$ cat src/rtl/uart_pkg.sv
// -----------------------------------------------------------------------------
// uart_pkg
// Shared UART definitions for the TX path and the future RX block.
//   tx_state_e  : transmitter FSM states
//   FRAME_BITS  : start + 8 data + stop bits per 8N1 frame
//   baud_div()  : clocks per bit, truncating integer divide
// -----------------------------------------------------------------------------
package uart_pkg;

   typedef enum logic [1:0] {
      IDLE  = 2'd0,
      START = 2'd1,
      DATA  = 2'd2,
      STOP  = 2'd3
   } tx_state_e;

   localparam int FRAME_BITS = 10;

   // Clocks per bit; callers must keep the result >= 2.
   function automatic int baud_div(input int clk_freq, input int baud);
      return clk_freq / baud;
   endfunction

endpackage

$ cat src/rtl/baud_tick_gen.sv
// -----------------------------------------------------------------------------
// baud_tick_gen
// Free-running bit-period counter, 0..DIV-1, reusable by TX and RX.
// Ports:
//   clk       : system clock
//   rst       : asynchronous active-low reset
//   clear     : hold the counter at 0 (owner is idle)
//   tick      : high while the counter equals DIV-1 (last clock of a bit)
//   tick_next : high while the counter equals DIV-2 (tick follows next clock)
// -----------------------------------------------------------------------------
module baud_tick_gen #(
   parameter int DIV = 10
) (
   input  logic clk,
   input  logic rst,
   input  logic clear,
   output logic tick,
   output logic tick_next
);

   localparam int            CW   = (DIV > 1) ? $clog2(DIV) : 1;
   localparam logic [CW-1:0] LAST = CW'(DIV - 1);
   localparam logic [CW-1:0] PRE  = CW'(DIV - 2);
   localparam logic [CW-1:0] ONE  = CW'(1);

   logic [CW-1:0] cnt_q;
   logic [CW-1:0] cnt_d;

   always_comb begin
      cnt_d = cnt_q;
      if (clear || (cnt_q == LAST)) begin
         cnt_d = '0;
      end else begin
         cnt_d = cnt_q + ONE;
      end
   end

   always_ff @(posedge clk or negedge rst) begin
      if (!rst) begin
         cnt_q <= '0;
      end else begin
         cnt_q <= cnt_d;
      end
   end

   assign tick      = (cnt_q == LAST);
   assign tick_next = (cnt_q == PRE);

endmodule

$ cat src/rtl/fifo_uart_tx.sv
// -----------------------------------------------------------------------------
// fifo_uart_tx
// 8N1 UART transmitter draining bytes from a FIFO read port.
// Ports:
//   clk        : system clock
//   rst        : asynchronous active-low reset
//   fifo_empty : FIFO empty flag
//   fifo_rdata : FIFO head byte, valid while fifo_empty = 0
//   fifo_rd    : FIFO pop strobe (combinational, only in IDLE)
//   tx         : serial line, idle high (registered)
//   tx_busy    : frame in flight (registered)
//   tx_done    : one-cycle pulse in the last clock of the stop bit (registered)
// Parameters: CLK_FREQ (Hz), BAUD (bit/s); CLK_FREQ/BAUD must be >= 2.
// -----------------------------------------------------------------------------
module fifo_uart_tx
   import uart_pkg::*;
#(
   parameter int CLK_FREQ = 100_000_000,
   parameter int BAUD     = 9600
) (
   input  logic       clk,
   input  logic       rst,
   input  logic       fifo_empty,
   input  logic [7:0] fifo_rdata,
   output logic       fifo_rd,
   output logic       tx,
   output logic       tx_busy,
   output logic       tx_done
);

   localparam int DIV = baud_div(CLK_FREQ, BAUD);

   tx_state_e  state_q,   state_d;
   logic [7:0] shift_q,   shift_d;
   logic [2:0] bit_idx_q, bit_idx_d;
   logic       tx_q,      tx_d;
   logic       busy_q,    busy_d;
   logic       done_q,    done_d;

   logic       baud_clear;
   logic       tick;
   logic       tick_next;
   logic       pop;

   // Gated with rst so no pop can be requested while the block is held in reset.
   assign pop        = (state_q == IDLE) && !fifo_empty && rst;
   assign fifo_rd    = pop;
   assign baud_clear = (state_q == IDLE);

   baud_tick_gen #(
      .DIV (DIV)
   ) u_baud (
      .clk       (clk),
      .rst       (rst),
      .clear     (baud_clear),
      .tick      (tick),
      .tick_next (tick_next)
   );

   always_comb begin
      state_d   = state_q;
      shift_d   = shift_q;
      bit_idx_d = bit_idx_q;
      tx_d      = tx_q;
      busy_d    = busy_q;
      done_d    = 1'b0;

      case (state_q)
         IDLE: begin
            tx_d   = 1'b1;
            busy_d = 1'b0;
            if (pop) begin
               shift_d   = fifo_rdata;
               bit_idx_d = 3'd0;
               tx_d      = 1'b0;
               busy_d    = 1'b1;
               state_d   = START;
            end
         end

         START: begin
            if (tick) begin
               tx_d    = shift_q[0];
               state_d = DATA;
            end
         end

         DATA: begin
            if (tick) begin
               shift_d = {1'b0, shift_q[7:1]};
               if (bit_idx_q == 3'd7) begin
                  tx_d    = 1'b1;
                  state_d = STOP;
               end else begin
                  // tx is registered, so it picks up the bit that becomes LSB after this shift.
                  tx_d      = shift_q[1];
                  bit_idx_d = bit_idx_q + 3'd1;
               end
            end
         end

         STOP: begin
            // Register one clock early so tx_done lands on the final stop-bit clock.
            done_d = tick_next;
            if (tick) begin
               busy_d  = 1'b0;
               state_d = IDLE;
            end
         end

         default: begin
            tx_d    = 1'b1;
            busy_d  = 1'b0;
            state_d = IDLE;
         end
      endcase
   end

   always_ff @(posedge clk or negedge rst) begin
      if (!rst) begin
         state_q   <= IDLE;
         shift_q   <= 8'h00;
         bit_idx_q <= 3'd0;
         tx_q      <= 1'b1;
         busy_q    <= 1'b0;
         done_q    <= 1'b0;
      end else begin
         state_q   <= state_d;
         shift_q   <= shift_d;
         bit_idx_q <= bit_idx_d;
         tx_q      <= tx_d;
         busy_q    <= busy_d;
         done_q    <= done_d;
      end
   end

   assign tx      = tx_q;
   assign tx_busy = busy_q;
   assign tx_done = done_q;

   a_no_pop_in_frame : assert property (@(posedge clk) disable iff (!rst)
      fifo_rd |-> !tx_busy);
   a_done_in_stop    : assert property (@(posedge clk) disable iff (!rst)
      tx_done |-> (tx_busy && (state_q == STOP)));

endmodule

$ cat config.mk
export PLATFORM = sky130hd
export DESIGN_NAME = fifo_uart_tx
export DESIGN_NICKNAME = d
export VERILOG_FILES = /design/src/rtl/uart_pkg.sv /design/src/rtl/baud_tick_gen.sv /design/src/rtl/fifo_uart_tx.sv
export SDC_FILE = /design/constraint.sdc
export NUM_CORES = 1
export LEC_CHECK = 0
export CORE_UTILIZATION = 40
export CTS_CLUSTER_SIZE = 10
export DETAILED_ROUTE_END_ITERATION = 10
export RECOVER_POWER = 50
export SYNTH_ARGS = -nofsm -noshare
export SYNTH_HDL_FRONTEND = slang
export SYNTH_SLANG_ARGS = --single-unit
$ cat constraint.sdc
create_clock -name clk -period 6.8 [get_ports clk]
set_input_delay 2.04 -clock clk [delete_from_list [all_inputs] [get_ports clk]]
set_output_delay 2.04 -clock clk [all_outputs]
set_load 0.005 [all_outputs]
-- Yosys cells after proc, flatten, opt, wreduce, memory -nomap -nowiden
Cells that the tools add are included.
- input bits: 11
- ROM bits: 0
- bits in latches: 0
- RAM bits: 0
- logic and storage cells: 57
- bits in registers: 30
- memories: 0
- output and inout port bits: 4
- reductions and logical operators: 13
- divide/modulo/power cells: 0
- add/subtract/negate cells: 2
- $lt $le $gt $ge: 0
- muxes and demuxes: 23
- equal/unequal tests: 12
- shift operators: 0
- $mul: 0
- bitwise gates (word level): 0
- operators by type and width (operator ; number):
    $eq 14x14->1 const B ; 2
    $mux 8 ; 2
    $pmux 8 s2 ; 1
    $add 14x1->14 const B ; 1
    $mux 14 ; 1
    $ne 2x2->1 const B ; 6
    $mux 2 ; 5
    $mux 3 ; 3
    $pmux 2 s4 ; 1
    $mux 1 ; 7
    $pmux 3 s2 ; 1
    $reduce_and 3->1 ; 2
    $reduce_and 5->1 ; 1
    $eq 2x2->1 const B ; 2
    $reduce_and 4->1 ; 1
    $reduce_bool 2->1 ; 2
    $add 3x1->3 const B ; 1
    $eq 3x3->1 const B ; 1
    $pmux 1 s3 ; 1
    $reduce_bool 3->1 ; 1
    $eq 2x1->1 const B ; 1
    $logic_and 1x1->1 ; 2
    $logic_not 2->1 ; 1
    $pmux 1 s2 ; 1
    3 further kinds ; 3

-- Logic depth before layout (Yosys ltp)
Gate-level depths: netlist of the first run.
- word-level depth: 5
- mapped depth: 7
- mapped depth without buffers: 7

-- By module
A second synthesis of the first run with hierarchy kept.
- cell total of the unflattened synthesis: 153
- area, all modules: 1756.7 µm²
- modules (own cells, without submodules) (module ; cells each ; sequential area each (µm²) ; times used ; area an instance (µm²)):
    fifo_uart_tx ; 81 ; 401.6 ; 1 ; 994.7
    baud_tick_gen ; 72 ; 350.3 ; 1 ; 762.0

-- Worst setup path after synthesis of the first run
No wires, ideal clock.
- path kind: input -> output
- from: input fifo_empty
- to: output fifo_rd
- data required time: 4.760 ns
- arrival time: 2.302 ns
- stages: 2
- slack: 2.458 ns
- buffers on the path: 0
- cells stage by stage: nand3b_1 -> inv_1
- cells in the longest elaborated chain, start to end: 3
- RTL lines (what ; line ; RTL):
    start, declared ; fifo_uart_tx.sv:23 ; input logic fifo_empty,
    $logic_not 1->1 ; fifo_uart_tx.sv:46 ; assign pop = (state_q == IDLE) && !fifo_empty && rst;
    $logic_and 1x1->1 (2 in a row) ; fifo_uart_tx.sv:46 ;
    end, declared ; fifo_uart_tx.sv:25 ; output logic fifo_rd,
Every way passes these cells.

-- Final worst setup path of the first run
- from: input rst
- to: output fifo_rd
- cells in the longest elaborated chain, start to end: 1
- RTL lines (what ; line ; RTL):
    start, declared ; fifo_uart_tx.sv:22 ; input logic rst,
    $logic_and 1x1->1 ; fifo_uart_tx.sv:46 ;
Every way passes these cells.

==> results of run 1 <==
per-layer routing:
layer  share of wire [%]  global-route usage [%]  vias up
li1                    -                       -      577
met4                 1.5                    6.67        0
met2                  44                    26.5       26
met5                   0                       0        -
met1                  50                    22.6      566
met3                 4.4                    5.36        6
kinds of logic after synthesis:
| logic type | Yosys count |
|---|---|
| buffers and inverters | 12 |
| AND/OR/NAND/NOR | 65 |
| multiplexers | 1 |
| XOR/XNOR | 12 |
| AO/OA/AOI/OAI | 22 |
| adder cells (fa/ha/maj) | 8 |
| flip-flops | 30 |
cell type report:
| class | count | share of cell area [%] |
|---|---|---|
| Sequential cell | 30 | 40.8 |
| Multi-Input combinational cell | 108 | 40.1 |
| Timing Repair Buffer | 15 | 7.81 |
| Clock buffer | 5 | 3.74 |
| Tap cell | 48 | 3.26 |
| Clock inverter | 3 | 2.45 |
| Inverter | 9 | 1.83 |
metrics by stage:
step | instance area (um2) | setup slack, ps | std cells | hold WS [ps]
floorplan | 1550 | 2460 | 150 | 473
global placement | 1740 | 1490 | 210 | 492
detailed placement | 1740 | 1450 | 210 | 496
CTS | 1850 | 1450 | 218 | 517
global route | 1840 | 1360 | 218 | 542
finish | 1840 | 1420 | 218 | 515
state kept, by name (all words and copies together) (netlist names):
name / cells
tx: 1
bit_idx_q: 3
state_q: 2
shift_q: 8
tx_done: 1
u_baud.cnt_q: 14
tx_busy: 1
critical path, delay by kind of cell:
family,cells,cell delay (ps)
and+or+nand+nor,1,130
buffers and inverters,3,1160
synth_stat cells, drive strengths merged, types with 2 or more instances:
cell / n / area share, %
nor4: 5 / 2.0
nor2: 17 / 4.1
nand4: 3 / 1.2
buf: 2 / 1.1
nand3: 8 / 2.6
nand2b: 2 / 0.81
o211ai: 3 / 1.5
or4: 4 / 2.2
nand2: 10 / 2.4
dfrtp: 29 / 47
nor3: 4 / 1.3
o21ai: 3 / 0.97
inv: 9 / 2.2
a21oi: 2 / 0.65
and2: 8 / 3.2
a221o: 7 / 4.5
xnor2: 11 / 6.2
ha: 8 / 6.5
final timing paths:
path	startpoint	end	depth (start not counted)
max in group asynchronous	rst	tx_done	2
min in group asynchronous	rst	shift_q[0]	2
setup / recovery	rst	fifo_rd	4
hold reg to reg	tx	tx	2
setup reg to reg	u_baud.cnt_q[12]	state_q[1]	4
hold / removal	tx	tx	2
power groups by stage:
stage	combinational (mW)	sequential, mW	clock [mW]
floorplan	0.154	0.254	0
global placement	0.199	0.260	0
detailed placement	0.209	0.262	0
CTS	0.209	0.260	0.185
global route	0.234	0.268	0.196
finish	0.206	0.261	0.181
==> out/qor.txt, run 1 <==
share of layout cells above drive strength 1: 6.47%
combinational share of power: 31.8%
Antenna Violating Nets Remaining: 0
total of fill cells in the finished design: 348
EDFF count, synth: 0
Final setup viols: 0
Synth Area in Simple Gates: 22.3%
most frequent cells in the layout: dfrtp_1, nor2_1, clkdlybuf4s50_1
wire per inst: 13.5 um
#FFs+latches synth: 30
P&R area growth vs syn: 19.0%
syn_nets: 169
Syn Area/Cell: 10.3 um2
Starting DRT DRC Count: 62
part of the power in registers: 40.2%
GR Overflow Total: 0
largest net degree at the start of global routing: 32
sequential element share of the synthesized area: 48.6%
max cap viols: 1
Setup TNS Final: 0 ps
CTS tree: yes
Initial Util: 42.0%
Clock Latency Late Sink: 290 ps
vias in the first global route: 1180
Ports: 15
via-per-instance ratio: 5.39
total design power: 648 uW
endpoints failing hold: 0
largest family of logic cells by synthesized area: simple AND/OR/NAND/NOR gates
relative slew slack: -9.89%
commonest non-fill, non-tap cell in the layout: dfrtp_1
status: finished, violations left
Routability Congestion: 0.761
FMAX: 186 MHz
Detail Placement HPWL: 1.99 mm
site row count: 22
Routed WL: 2.94 mm
Post-Synth XOR/XNOR Area: 6.79%
CTS Buf Count: 5
Critical Path Source Type: primary input
Net Sw Frac: 34.1%
post-route DRC violation count: 0
post-synthesis mux area share: 0.728%
H-Tree Depth: 2
CTS max path bufs: 2
VDD IR-drop max: 142 uV
Synth Instances: 150
Clock Power Share: 28.0%
worst path cell trace: dlygate4sd3_1, nand3b_1, inv_1, clkdlybuf4s50_1
cts repair resizes: 0
clock sinks: 30
Tcrit/Tclk final: 79.2%
Worst R2R Setup Slack: 4110 ps
chip width: 64.2 um
crit-path max FO: 3
Post-synth ARST share: 100%
internal power: 427 uW
Core Area: 3690 um2
Clk pin slew, worst setup/hold paths: 60 ps
CTS root buffer: clkbuf_8
RSZ-0062 raised after global routing: no
initial antenna violation count: 0
Final min period: 5380 ps
PD cells: 352 nW/um2
worst hold path type: flip-flop to flip-flop
first-pass GRT wire length: 5.39 mm
Mapped Area: 1550 um2
Worst path max stage delay: 540 ps
area of the multi-input gates: 738 um2
synth unique cells: 35
router iterations before antenna repair: 6
post-CTS setup buffer count: 0
Crit Path Class: primary input to output pin
antenna cells: 0
hold buffers post-CTS: 0
Slew @ Worst Pin: 1650 ps
nets@finish: 188
LEAKAGE: 0.797 nW
port buffer count: 14
Post-Synth Adder-Cell Area: 6.47%
worst endpoint required time: 4760 ps
detailed-route via count: 1175
total die area: 4120 um2
crit path max-delay cell type: dlygate4sd3_1
overall routing resource usage: 17.2%
Synth Area in Compound Gates: 11.6%
Final Util: 49.9%
Arr. time, crit path: 3340 ps
crit end category: output pin
failing checks: max-capacitance violations, max-slew violations
Most used DFF post-synth: dfrtp_1
Die Y: 64.2 um
Reg area: 752 um2
YS warnings: 0
sw power: 221 uW
clock skew: 6.77 ps
Max Slew Vio Count: 32
Note: power is estimated with default switching activity, not from simulation.
==> run 2, diff against run 1 <==
- clock period: 6.8 -> 4.45 ns (I/O delays scaled with it)
==> out/qor.txt, run 2 (synthesis gave the netlist of run 1 again) <==
failing checks: max-capacitance violations, max-slew violations
nets@finish: 188
RSZ-0062 raised after global routing: no
final setup margin: 478 ps
post-CTS setup buffer count: 0
relative slew slack: -8.13%
initial antenna violation count: 0
Ports: 15
crit end category: output pin
crit-path max FO: 3
share of layout cells above drive strength 1: 5.95%
Max Slew Vio Count: 32
Routed WL: 2.94 mm
CTS tree: yes
max cap viols: 1
CTS max path bufs: 2
cts repair resizes: 0
endpoints failing hold: 0
Final min period: 3970 ps
overall routing resource usage: 16.3%
CTS root buffer: clkbuf_8
commonest non-fill, non-tap cell in the layout: dfrtp_1
Starting DRT DRC Count: 126
Non-Filler Instances: 216
total of fill cells in the finished design: 346
clock sinks: 30
Final setup viols: 0
Routability Congestion: 0.764
Detail Placement HPWL: 2.05 mm
Crit Path Class: primary input to output pin
CTS Buf Count: 5
chip width: 64.2 um
P&R area growth vs syn: 17.2%
via-per-instance ratio: 5.40
Antenna Violating Nets Remaining: 0
largest net degree at the start of global routing: 32
detailed-route via count: 1167
Arr. time, crit path: 2640 ps
worst endpoint required time: 3120 ps
hold buffers post-CTS: 0
Core Area: 3690 um2
total die area: 4120 um2
worst hold path type: flip-flop to flip-flop
Most flops, register: u_baud.cnt_q
router iterations before antenna repair: 4
GR Overflow Total: 0
H-Tree Depth: 2
total design power: 928 uW
most frequent cells in the layout: dfrtp_1, nor2_1, clkdlybuf4s50_1
Placed Instances: 210
post-route DRC violation count: 0
port buffer count: 14
clock skew: 4.99 ps
Die Y: 64.2 um
Critical Path Source Type: primary input
PD cells: 511 nW/um2
FMAX: 252 MHz
Top Registers: u_baud.cnt_q: 14 flops, shift_q: 8 flops, bit_idx_q: 3 flops
status: finished, violations left
vias in the first global route: 1140
Setup TNS Final: 0 ps
site row count: 22
number of flip-flops in the largest register: 14
Clk pin slew, worst setup/hold paths: 60 ps
VDD IR-drop max: 187 uV
Tcrit/Tclk final: 89.3%
Slew @ Worst Pin: 1620 ps
first-pass GRT wire length: 5.13 mm
LEAKAGE: 0.791 nW
Clock Latency Late Sink: 280 ps
Placement Setup Slack: 529 ps
Initial Util: 42.0%
wire per inst: 13.6 um
antenna cells: 0
run 2: layer usage:
metal | vias to the layer above | track usage (%) | part of all wire [%]
li1 | 574 | - | -
met3 | 5 | 4.46 | 3.7
met4 | 0 | 7.50 | 1.2
met5 | - | 0 | 0
met1 | 563 | 22.4 | 50
met2 | 25 | 23.7 | 45
run 2: final cells by class:
type,count,area (um2),area share (%)
flip-flops and latches,30,752,41.4
multi-input cells,108,742,40.9
repair buffers,15,144,7.93
clock buffers,6,82.6,4.55
well taps,48,60.1,3.31
inverters,9,33.8,1.86
run 2: final timing paths:
| path | start | to | slack (ps) | cells past startpoint |
|---|---|---|---|---|
| max | rst | fifo_rd | 480 | 4 |
| min | shift_q[7] | shift_q[7] | 520 | 1 |
| max reg2reg | u_baud.cnt_q[12] | state_q[1] | 1900 | 4 |
| min reg2reg | shift_q[7] | shift_q[7] | 520 | 1 |
| max in group asynchronous | rst | u_baud.cnt_q[9] | 1470 | 2 |
| min in group asynchronous | rst | shift_q[1] | 2040 | 2 |
run 2: per-stage QoR:
| step | utilization [%] | hold WS, ps | area, um2 |
|---|---|---|---|
| floorplan | - | 473 | 1550 |
| global route | 49.2 | 531 | 1810 |
| CTS | 49.3 | 511 | 1820 |
| global placement | 47.0 | 491 | 1740 |
| detailed placement | 47.0 | 496 | 1740 |
| finish | 49.2 | 516 | 1810 |
run 2: worst max-delay path: stages:
cell and delay (ps):
dlygate4sd3_1 540, nand3b_1 130, inv_1 120, clkdlybuf4s50_1 510
run 2: power by group:
group | internal, mW | total [mW] | switching (mW)
sequential | 0.343 | 0.398 | 0.0551
combinational | 0.144 | 0.318 | 0.174
clock | 0.119 | 0.212 | 0.0926
==> run 3, diff against run 2 <==
- HOLD_SLACK_MARGIN: default -> 0.1
- clock period: 4.45 -> 3.5 ns (I/O delays scaled with it)
==> out/qor.txt, run 3 (synthesis gave the netlist of run 1 again) <==
met3 routed WL: 112 um
Die Y: 64.2 um
FMAX: 297 MHz
chip width: 64.2 um
Final min period: 3370 ps
worst r2r dst: state_q[1]
clock skew: 3.90 ps
Most flops, register: u_baud.cnt_q
Starting DRT DRC Count: 112
Ports: 15
overall routing resource usage: 16.8%
commonest non-fill, non-tap cell in the layout: dfrtp_1
Arr. time, crit path: 2320 ps
DR top layer: met4
Reg area: 752 um2
total die area: 4120 um2
port buffer count: 14
via-per-instance ratio: 5.36
Hold Crit Depth: 2
Placed Instances: 211
Clock Latency Late Sink: 280 ps
router iterations before antenna repair: 4
cts repair resizes: 0
vias in the first global route: 1168
CTS tree: yes
Tcrit/Tclk final: 96.2%
hold_sp: tx
wire per inst: 13.6 um
max cap viols: 0
reg2reg path depth: 4
H-Tree Depth: 2
Met2 Wirelength: 1.34 mm
clock sinks: 30
worst hold path type: flip-flop to flip-flop
Routed WL: 2.95 mm
VDD IR-drop max: 301 uV
Initial Util: 42.0%
r2r startpoint: u_baud.cnt_q[12]
hold buffers post-CTS: 0
CTS root buffer: clkbuf_8
CTS max path bufs: 2
worst endpoint required time: 2450 ps
GR Overflow Total: 0
share of layout cells above drive strength 1: 7.10%
Max Slew Vio Count: 0
Worst R2R Setup Slack: 960 ps
Critical Path Source Type: primary input
Detail Placement HPWL: 2.04 mm
Top Registers: u_baud.cnt_q: 14 flops, shift_q: 8 flops, bit_idx_q: 3 flops
detailed-route via count: 1164
most frequent cells in the layout: dfrtp_1, nor2_1, clkdlybuf4s50_1
LEAKAGE: 0.799 nW
Routability Congestion: 0.733
largest net degree at the start of global routing: 32
total of fill cells in the finished design: 348
endpoints failing hold: 0
post-route DRC violation count: 0
crit-path max FO: 3
Clk pin slew, worst setup/hold paths: 70 ps
Setup TNS Final: 0 ps
RSZ-0062 raised after global routing: no
Final Util: 49.5%
Antenna Violating Nets Remaining: 0
P&R area growth vs syn: 17.9%
antenna cells: 0
crit end category: output pin
post-CTS setup buffer count: 0
CTS Buf Count: 5
relative slew slack: 69.7%
site row count: 22
PD cells: 654 nW/um2
area of the multi-input gates: 742 um2
nets@finish: 189
Hold Path End: tx
first-pass GRT wire length: 5.24 mm
WL met1: 1.46 mm
status: complete, no violations
Slew @ Worst Pin: 452 ps
Non-Filler Instances: 217
Core Area: 3690 um2
Final setup viols: 0
number of flip-flops in the largest register: 14
Crit Path Class: primary input to output pin
initial antenna violation count: 0
total design power: 1.19 mW
run 3: cell types whose count changed in the layout (fill, tap and decap cells not counted):
cell | previous run | this run
clkbuf_1 | 1 | 0
dlygate4sd3_1 | 1 | 0
buf_4 | 0 | 2
clkdlybuf4s50_1 | 13 | 14
run 3: worst max-delay path: stages:
cell and delay [ps]:
clkdlybuf4s50_1 420, nand3b_1 220, inv_1 130, clkdlybuf4s50_1 500
run 3: stage by stage:
step	hold WS (ps)	setup slack, ps	area, um2
5_1_grt	519	83.0	1830
4_1_cts	510	140	1830
6_report	512	132	1830
3_5_place_dp	500	138	1740
2_1_floorplan	473	1140	1550
3_3_place_gp	491	171	1740
run 3: worst max path at each step:
| stage | from | to | slack [ps] | cells after the start |
|---|---|---|---|---|
| 2_1_floorplan | fifo_empty | fifo_rd | 1140 | 2 |
| 3_3_place_gp | fifo_empty | fifo_rd | 170 | 4 |
| 3_5_place_dp | fifo_empty | fifo_rd | 140 | 4 |
| 4_1_cts | fifo_empty | fifo_rd | 140 | 4 |
| 5_1_grt | fifo_empty | fifo_rd | 80 | 4 |
| 6_report | fifo_empty | fifo_rd | 130 | 4 |
run 3: cell type report:
class,count,area share [%]
Tap cell,48,3.29
Inverter,9,1.85
Multi-Input combinational cell,108,40.6
Timing Repair Buffer,16,8.50
Clock buffer,6,4.52
Sequential cell,30,41.2
run 3: where the power goes:
group,internal (mW),total [mW],switching [mW]
Combinational,0.193,0.412,0.219
Sequential,0.435,0.504,0.0690
Clock,0.151,0.278,0.126
run 3: per-layer routing:
metal,global-route usage (%),vias to the layer above
li1,-,575
met4,7.22,0
met2,25.8,25
met1,21.4,558
met5,0,-
met3,5.71,6
